--- config.mk ---
export PLATFORM = sky130hd
export DESIGN_NAME = qa_7seg_arbiter
export DESIGN_NICKNAME = d
export VERILOG_FILES = /design/src/rtl/qa_7seg_arbiter.sv
export SDC_FILE = /design/constraint.sdc
export NUM_CORES = 1
export LEC_CHECK = 0
export BUFFER_PORTS_ARGS = -buffer_cell sky130_fd_sc_hd__buf_4
export CORE_UTILIZATION = 50
export CTS_CLUSTER_SIZE = 14
export DETAILED_ROUTE_END_ITERATION = 7
export PLACE_DENSITY = 0.82
export SLEW_MARGIN = 20
export SYNTH_ARGS = -nofsm -noshare
export SYNTH_HDL_FRONTEND = slang
export SYNTH_SLANG_ARGS = --single-unit
--- constraint.sdc ---
create_clock -name clkIn -period 5.45 [get_ports clkIn]
set_clock_uncertainty 0.1 [all_clocks]
set_input_delay 1.09 -clock clkIn [delete_from_list [all_inputs] [get_ports clkIn]]
set_output_delay 1.09 -clock clkIn [all_outputs]
set_load 0.03 [all_outputs]
--- src/rtl/qa_7seg_arbiter.sv ---
// qa_7seg_arbiter: round-robin arbiter that hands a shared 7-segment display
// to one of three requesters. Each requester owns the display for a minimum
// dwell time. Digit data and digit-pair enables are registered for the driver.
module qa_7seg_arbiter #(
    parameter int unsigned DWELL_CYCLES = 50000000
) (
    input  logic        clkIn,
    input  logic        rstIn,
    input  logic [2:0]  reqIn,
    input  logic [71:0] dataIn,
    input  logic [11:0] enableIn,
    output logic [23:0] dataOut,
    output logic [3:0]  enableOut,
    output logic [2:0]  grantOut,
    output logic        busyOut
);

    typedef enum logic {IDLE, HOLD} state_t;

    // Final dwell count. The owner may be displaced once the counter reaches it.
    localparam logic [25:0] DWELL_LAST = 26'(DWELL_CYCLES - 1);

    // Modulo-3 increment of a requester index.
    function automatic logic [1:0] inc3(input logic [1:0] v);
        return (v == 2'd2) ? 2'd0 : v + 2'd1;
    endfunction

    // Round-robin pick: the first set bit of mask, searching from last+1 and wrapping.
    function automatic logic [1:0] rr_pick(input logic [2:0] mask, input logic [1:0] last);
        logic [1:0] s1;
        logic [1:0] s2;
        logic [1:0] s3;
        s1 = inc3(last);
        s2 = inc3(s1);
        s3 = inc3(s2);
        if (mask[s1])      return s1;
        else if (mask[s2]) return s2;
        else               return s3;
    endfunction

    // Saturating dwell counter step.
    function automatic logic [25:0] dwell_step(input logic [25:0] c);
        return (c >= DWELL_LAST) ? DWELL_LAST : c + 26'd1;
    endfunction

    state_t      state_q, state_d;
    logic [1:0]  last_q, last_d;     // last granted index; this is the owner while in HOLD
    logic [25:0] cnt_q, cnt_d;
    logic [2:0]  mask;
    logic [1:0]  pick;
    logic        expired;
    logic [23:0] data_d;
    logic [3:0]  en_d;
    logic [2:0]  grant_d;

    // Next-state logic: grant, dwell counter and pointer update.
    always_comb begin
        state_d = state_q;
        last_d  = last_q;
        cnt_d   = cnt_q;
        // The owner's own bit is excluded, so it is never picked against itself.
        mask    = reqIn & ~grantOut;
        pick    = rr_pick(mask, last_q);
        expired = (cnt_q == DWELL_LAST);
        case (state_q)
            IDLE: begin
                if (|reqIn) begin
                    state_d = HOLD;
                    last_d  = pick;
                    cnt_d   = 26'd0;
                end
            end
            HOLD: begin
                if (!reqIn[last_q]) begin
                    // The owner released the display: hand over or go idle.
                    cnt_d = 26'd0;
                    if (|mask) last_d  = pick;
                    else       state_d = IDLE;
                end else if (expired && (|mask)) begin
                    last_d = pick;
                    cnt_d  = 26'd0;
                end else begin
                    cnt_d = dwell_step(cnt_q);
                end
            end
            default: state_d = IDLE;
        endcase
    end

    // Output selection: the next owner's slices, or blank when idle.
    always_comb begin
        data_d  = 24'd0;
        en_d    = 4'd0;
        grant_d = 3'd0;
        if (state_d == HOLD) begin
            grant_d = 3'b001 << last_d;
            case (last_d)
                2'd0:    begin data_d = dataIn[23:0];  en_d = enableIn[3:0];  end
                2'd1:    begin data_d = dataIn[47:24]; en_d = enableIn[7:4];  end
                default: begin data_d = dataIn[71:48]; en_d = enableIn[11:8]; end
            endcase
        end
    end

    // State, pointer, counter and output registers. The pointer resets to 2 so requester 0 wins first.
    always_ff @(posedge clkIn) begin
        if (rstIn) begin
            state_q   <= IDLE;
            last_q    <= 2'd2;
            cnt_q     <= 26'd0;
            grantOut  <= 3'd0;
            dataOut   <= 24'd0;
            enableOut <= 4'd0;
        end else begin
            state_q   <= state_d;
            last_q    <= last_d;
            cnt_q     <= cnt_d;
            grantOut  <= grant_d;
            dataOut   <= data_d;
            enableOut <= en_d;
        end
    end

    assign busyOut = |grantOut;

endmodule

## After elaboration in Yosys (flattened, before gate mapping)

Cells that the tools add are included.

- Output and inout port bits: 32
- Input bits: 89
- Word-level logic and storage cells: 58
- Register bits after elaboration: 60

- Order comparisons: 4
- Reduce and logical (&&, ||, !) cells: 6
- $add $sub $neg: 4
- Equality and inequality tests: 6
- Mux-type cells: 27
- Shifts and indexed selects: 1
- Bitwise operators: 4

Operator list:

| kind | number |
|---|---|
| $mux 26 | 4 |
| $pmux 26 s2 | 1 |
| $pmux 24 s2 | 1 |
| $add 26x1->26 const B | 1 |
| $eq 26x26->1 const B | 1 |
| $ge 26x26->1 const B | 1 |
| $mux 2 | 9 |
| $lt 2x3->1 const B | 3 |
| $reduce_or 3->1 | 3 |
| $pmux 4 s2 | 1 |
| $add 2x1->2 const B | 3 |
| $bmux 1 s2 | 3 |
| $eq 2x2->1 const B | 3 |
| $mux 1 | 6 |
| $pmux 2 s2 | 1 |
| $and 3x3->3 | 1 |
| $not 3->3 | 1 |
| $shl 1x2->3 const A | 1 |
| $eq 2x1->1 const B | 1 |
| $logic_not 2->1 | 1 |
| $ne 2x2->1 const B | 1 |
| $not 1->1 | 2 |
| $pmux 1 s2 | 1 |
| $reduce_or 2->1 | 1 |
| $logic_and 1x1->1 | 1 |

## Depth between registers and ports, before layout

- Word-level depth: 13
- Gate-level depth with buffers: 9
- Mapped depth without buffers: 8

## Worst setup path before layout

OpenSTA, ideal clock, no wires.

- Path kind: input -> register
- Start: in reqIn[0]
- End: reg dataOut[14]
- Data arrival time: 2.571 ns
- Path slack: 2.647 ns
- Required time: 5.217 ns
- Stages on the path: 8
- Setup time: 0.133 ns
- Path buffers: 1
- Path through: nor2b_1 -> nor4b_1 -> nor2_1 -> a21boi_1 -> o22ai_4 -> buf_6 -> mux2i_1 -> a21oi_1

- Longest elaborated chain between the ends: 10

RTL lines:

| item | line | source |
|---|---|---|
| start, declared | 9 | `input logic [2:0] reqIn,` |
| $and 3x3->3 | 62 | `mask = reqIn & ~grantOut;` |
| $bmux 1 s2 | 37 | `else if (mask[s2]) return s2;` |
| $mux 1 (implied by the code) | 37 |  |
| $mux 2 | 37 |  |
| $mux 2 | 36 | `if (mask[s1]) return s1;` |
| $mux 2 (on tied branches) | 77, 79 |  |
| $mux 2 | 74 | `if (!reqIn[last_q]) begin` |
| $pmux 2 s2 | 65 | `case (state_q)` |
| $eq 2x1->1 / $logic_not 2->1 (equally long branches) | 97 | `case (last_d)` |
| $pmux 24 s2 | 97 |  |
| end signal, assigned | 119 | `dataOut <= data_d;` |
| end, declared | 12 | `output logic [23:0] dataOut,` |

Parallel ways exist; a longest one is shown, timed or not. The select of a mux whose other input is x is not followed.
A chain may end at the register's enable or synchronous reset.

## Worst setup path in the final report

- Start: in reqIn[0]
- End: reg cnt_q[20]

- Longest elaborated chain between the ends: 6

RTL lines:

| item | line | source |
|---|---|---|
| $and 3x3->3 | 62 |  |
| $reduce_or 3->1 | 79 | `end else if (expired && (\|mask)) begin` |
| $logic_and 1x1->1 | 79 |  |
| $mux 26 | 79 |  |
| $mux 26 | 74 |  |
| $pmux 26 s2 | 65 |  |
| end signal, assigned | 117 | `cnt_q <= cnt_d;` |
| end, declared | 48 | `logic [25:0] cnt_q, cnt_d;` |

Parallel ways exist; a longest one is shown, timed or not. The select of a mux whose other input is x is not followed.

==> impl_metrics.tcl <==
set metrics [dict create \
    ys_types 40 \
    start_util 0.5318 \
    synthMuxAreaShare 0.09675 \
    worstHoldStart "cnt_q[23]" \
    die_h_um 79.47 \
    tightest_slew_ns 0.8728 \
    clock.fmax_mhz 319.8 \
    cts_tree "built" \
    synth-seq-cells 60 \
    cts_sinks 60 \
    synth_compound_area_frac 0.2477 \
    diodes 0 \
    drt_iter0_drc 192 \
    r2r-end "cnt_q[17]" \
    post-cts-setup-buffers 0 \
    overflow 0 \
    min_path_type "reg -> reg" \
    most-common-layout-cells "123 x buf_4, 60 x dfxtp_1, 50 x a21oi_1" \
    htreeDepth 3 \
    cap_viol_max_count 0 \
    vias_per_cell 5.642 \
    synthSimpleGateAreaFrac 0.1935 \
    nets 572 \
    yosys-top-cells-area "dfxtp_1 40%, mux2i_1 9.7%, a21oi_1 8.3%, o21ai_0 5.2%, nand2_1 3.6%" \
    fin_setup_tns_ns 0 \
    routedWlPerCell_um 15.25 \
    min_period_ns 3.127 \
    fin_crit_sh 0.5738 \
    dieWidth_um 79.47 \
    top_level_ports 121 \
    cp-end-kind "flop" \
    finalSetupViolCount 0 \
    startpoint_type "input port" \
    coreArea_um2 5642 \
    slowest_stage "o21a_1" \
    clk_pin_slew_ns 0.07 \
    critPathArrivalTime_ns 3.28 \
    synth_top_area_share 0.4003 \
    r2r_start "cnt_q[0]" \
    finalMaxSlewViolations 0 \
    slew_headroom 0.4181 \
    synth-xor-area-share 0.002919 \
    cts_hold_buffers 0 \
    rows 27 \
    cp_num_buf_inv 1 \
    grt_pass1_wl_mm 13.37 \
    root_buffer "clkbuf_8" \
    place_hpwl_mm 6.150 \
    wl_mm 8.522 \
    cp_max_fo 28 \
    yosysWarnings 0 \
    nFillCells 434 \
    antenna_found_initial 0 \
    critPathRequiredTime_ns 5.60 \
    whs_ns 0.3773 \
    synth_top_family_by_area "compound AO/OA/AOI/OAI gates" \
    syn_nets 461 \
    rsz0062_at_grt "false" \
    worstSkewPairLatency_ns 0.34 \
    hold_viol 0 \
    hold_depth 2 \
    mostFrequentLayoutCell "buf_4" \
    ant_nets 0 \
    syn_to_final_growth_pct 37.78 \
    status "finished, final reports clean" \
    cts_resized 0 \
    cts_buffers 9 \
    gp_congestion 0.8061 \
    avgSynthCellArea_um2 8.087 \
    drtPass1Iterations 6 \
    leakagePower_nw 1.860 \
    crit_type "in -> reg" \
    syn_area_um2 3000 \
    portBuffers 120 \
    powerDensity_nw_per_um2 350.1 \
    synth_largest_area_cell "dfxtp_1" \
    grt_util_all_layers 0.2757 \
    yosysSeqAreaShare 0.4003 \
    syn_inst 371 \
    drc 0 \
    crit_chain "buf_4 > nor2b_1 > nor4b_1 > o21a_1 > nand2b_1 > o32ai_1" \
    clockBufferDepth 2 \
    dr_total_vias 3154 \
    hold_end "cnt_q[23]" \
    cpLargestDelayFamily "simple AND/OR/NAND/NOR gates" \
    reg2reg_depth 8 \
    grt_max_degree 61 \
    ir_drop_mv 0.2138 \
    dieArea_um2 6315 \
    max_stage_delay_ns 0.80 \
    r2r_slack_ns 2.61 \
    synth_fa_ha_area_frac 0.004170 \
    drive_gt1_frac 0.2936 \
    grt_pass1_vias 2936 \
]
cell type report:
| class | instances | area (um^2) | area share |
|---|---|---|---|
| clock buffer | 13 | 178.9 | 0.04328 |
| clock inverter | 3 | 42.54 | 0.01029 |
| inverter | 13 | 48.80 | 0.01180 |
| multi-input combinational | 275 | 1649 | 0.3989 |
| sequential | 60 | 1201 | 0.2906 |
| tap | 72 | 90.09 | 0.02179 |
| timing repair buffer | 123 | 923.4 | 0.2234 |
cells in the mapped netlist:
master / instances
nand2b_1: 4
a211o_1: 1
nor2b_1: 5
o41a_1: 1
or3_1: 5
nor2_1: 27
inv_1: 13
ha_1: 1
nor4b_1: 1
nand4_1: 7
nand3_1: 15
o22ai_1: 1
nand3b_1: 1
and2_1: 2
a21o_1: 8
and2_4: 1
and3_1: 7
xnor2_1: 1
o21ai_0: 31
a21boi_1: 1
nor4_1: 2
nor3_1: 4
o211ai_1: 3
o21a_1: 1
clkbuf_2: 1
o21ai_1: 14
dfxtp_1: 60
nand2_1: 29
o22ai_2: 1
buf_2: 4
mux2i_1: 29
clkbuf_1: 15
o22ai_4: 1
buf_6: 3
a21oi_1: 50
and4_1: 4
a31oi_1: 8
o32ai_1: 7
or4_1: 1
nor3b_1: 1
worst min-delay path: cells and delay by family, from the launching register on:
family | cells | cell delay, ns
AOI/OAI and AO/OA | 1 | 0.05
and+or+nand+nor | 1 | 0.06
DFF | 1 | 0.32
kinds of logic after synthesis:
family / Yosys count
AOI/OAI and AO/OA: 128
adders and majority gates: 1
buffers and inverters: 36
xor gates and xnor gates: 1
and+or+nand+nor: 116
muxes: 29
DFF: 60
state kept, by name, summed over array words and instances, names as in the netlist:
register   cells
cnt_q         26
dataOut       24
enableOut      4
grantOut       3
last_q         2
state_q        1
worst max-delay path by stage:
| stage | depth (start not counted) | startpoint | slack, ns | end |
|---|---|---|---|---|
| detailed placement | 6 | reqIn[0] | 2.01 | cnt_q[20] |
| global route | 6 | reqIn[1] | 2.19 | cnt_q[6] |
| floorplan | 8 | reqIn[0] | 2.65 | dataOut[14] |
| finish | 6 | reqIn[0] | 2.32 | cnt_q[20] |
| CTS | 6 | reqIn[0] | 2.37 | cnt_q[6] |
| global placement | 6 | reqIn[0] | 2.15 | cnt_q[4] |
metrics by stage:
step	instance area (um^2)	worst slack, ns	std cells	power [mW]	util
CTS	4134	2.367	559	1.455	0.7328
global route	4134	2.188	559	1.515	0.7328
floorplan	3000	2.647	371	0.8615	-
detailed placement	3913	2.011	543	1.022	0.6935
global placement	3913	2.149	543	1.013	0.6935
finish	4134	2.323	559	1.447	0.7328
report_power, final:
group | switching (mW) | internal [mW]
combinational | 0.294 | 0.204
sequential | 0.0240 | 0.492
clock | 0.173 | 0.260
total | 0.491 | 0.956
layer usage:
metal / track usage / vias up / share of wire
met4: 0.1091 / 0 / 0.022
met1: 0.3210 / 1454 / 0.40
met2: 0.4573 / 117 / 0.51
met3: 0.09943 / 16 / 0.072
met5: 0 / - / 0
li1: - / 1567 / -
(Power assumes the default switching activity.)
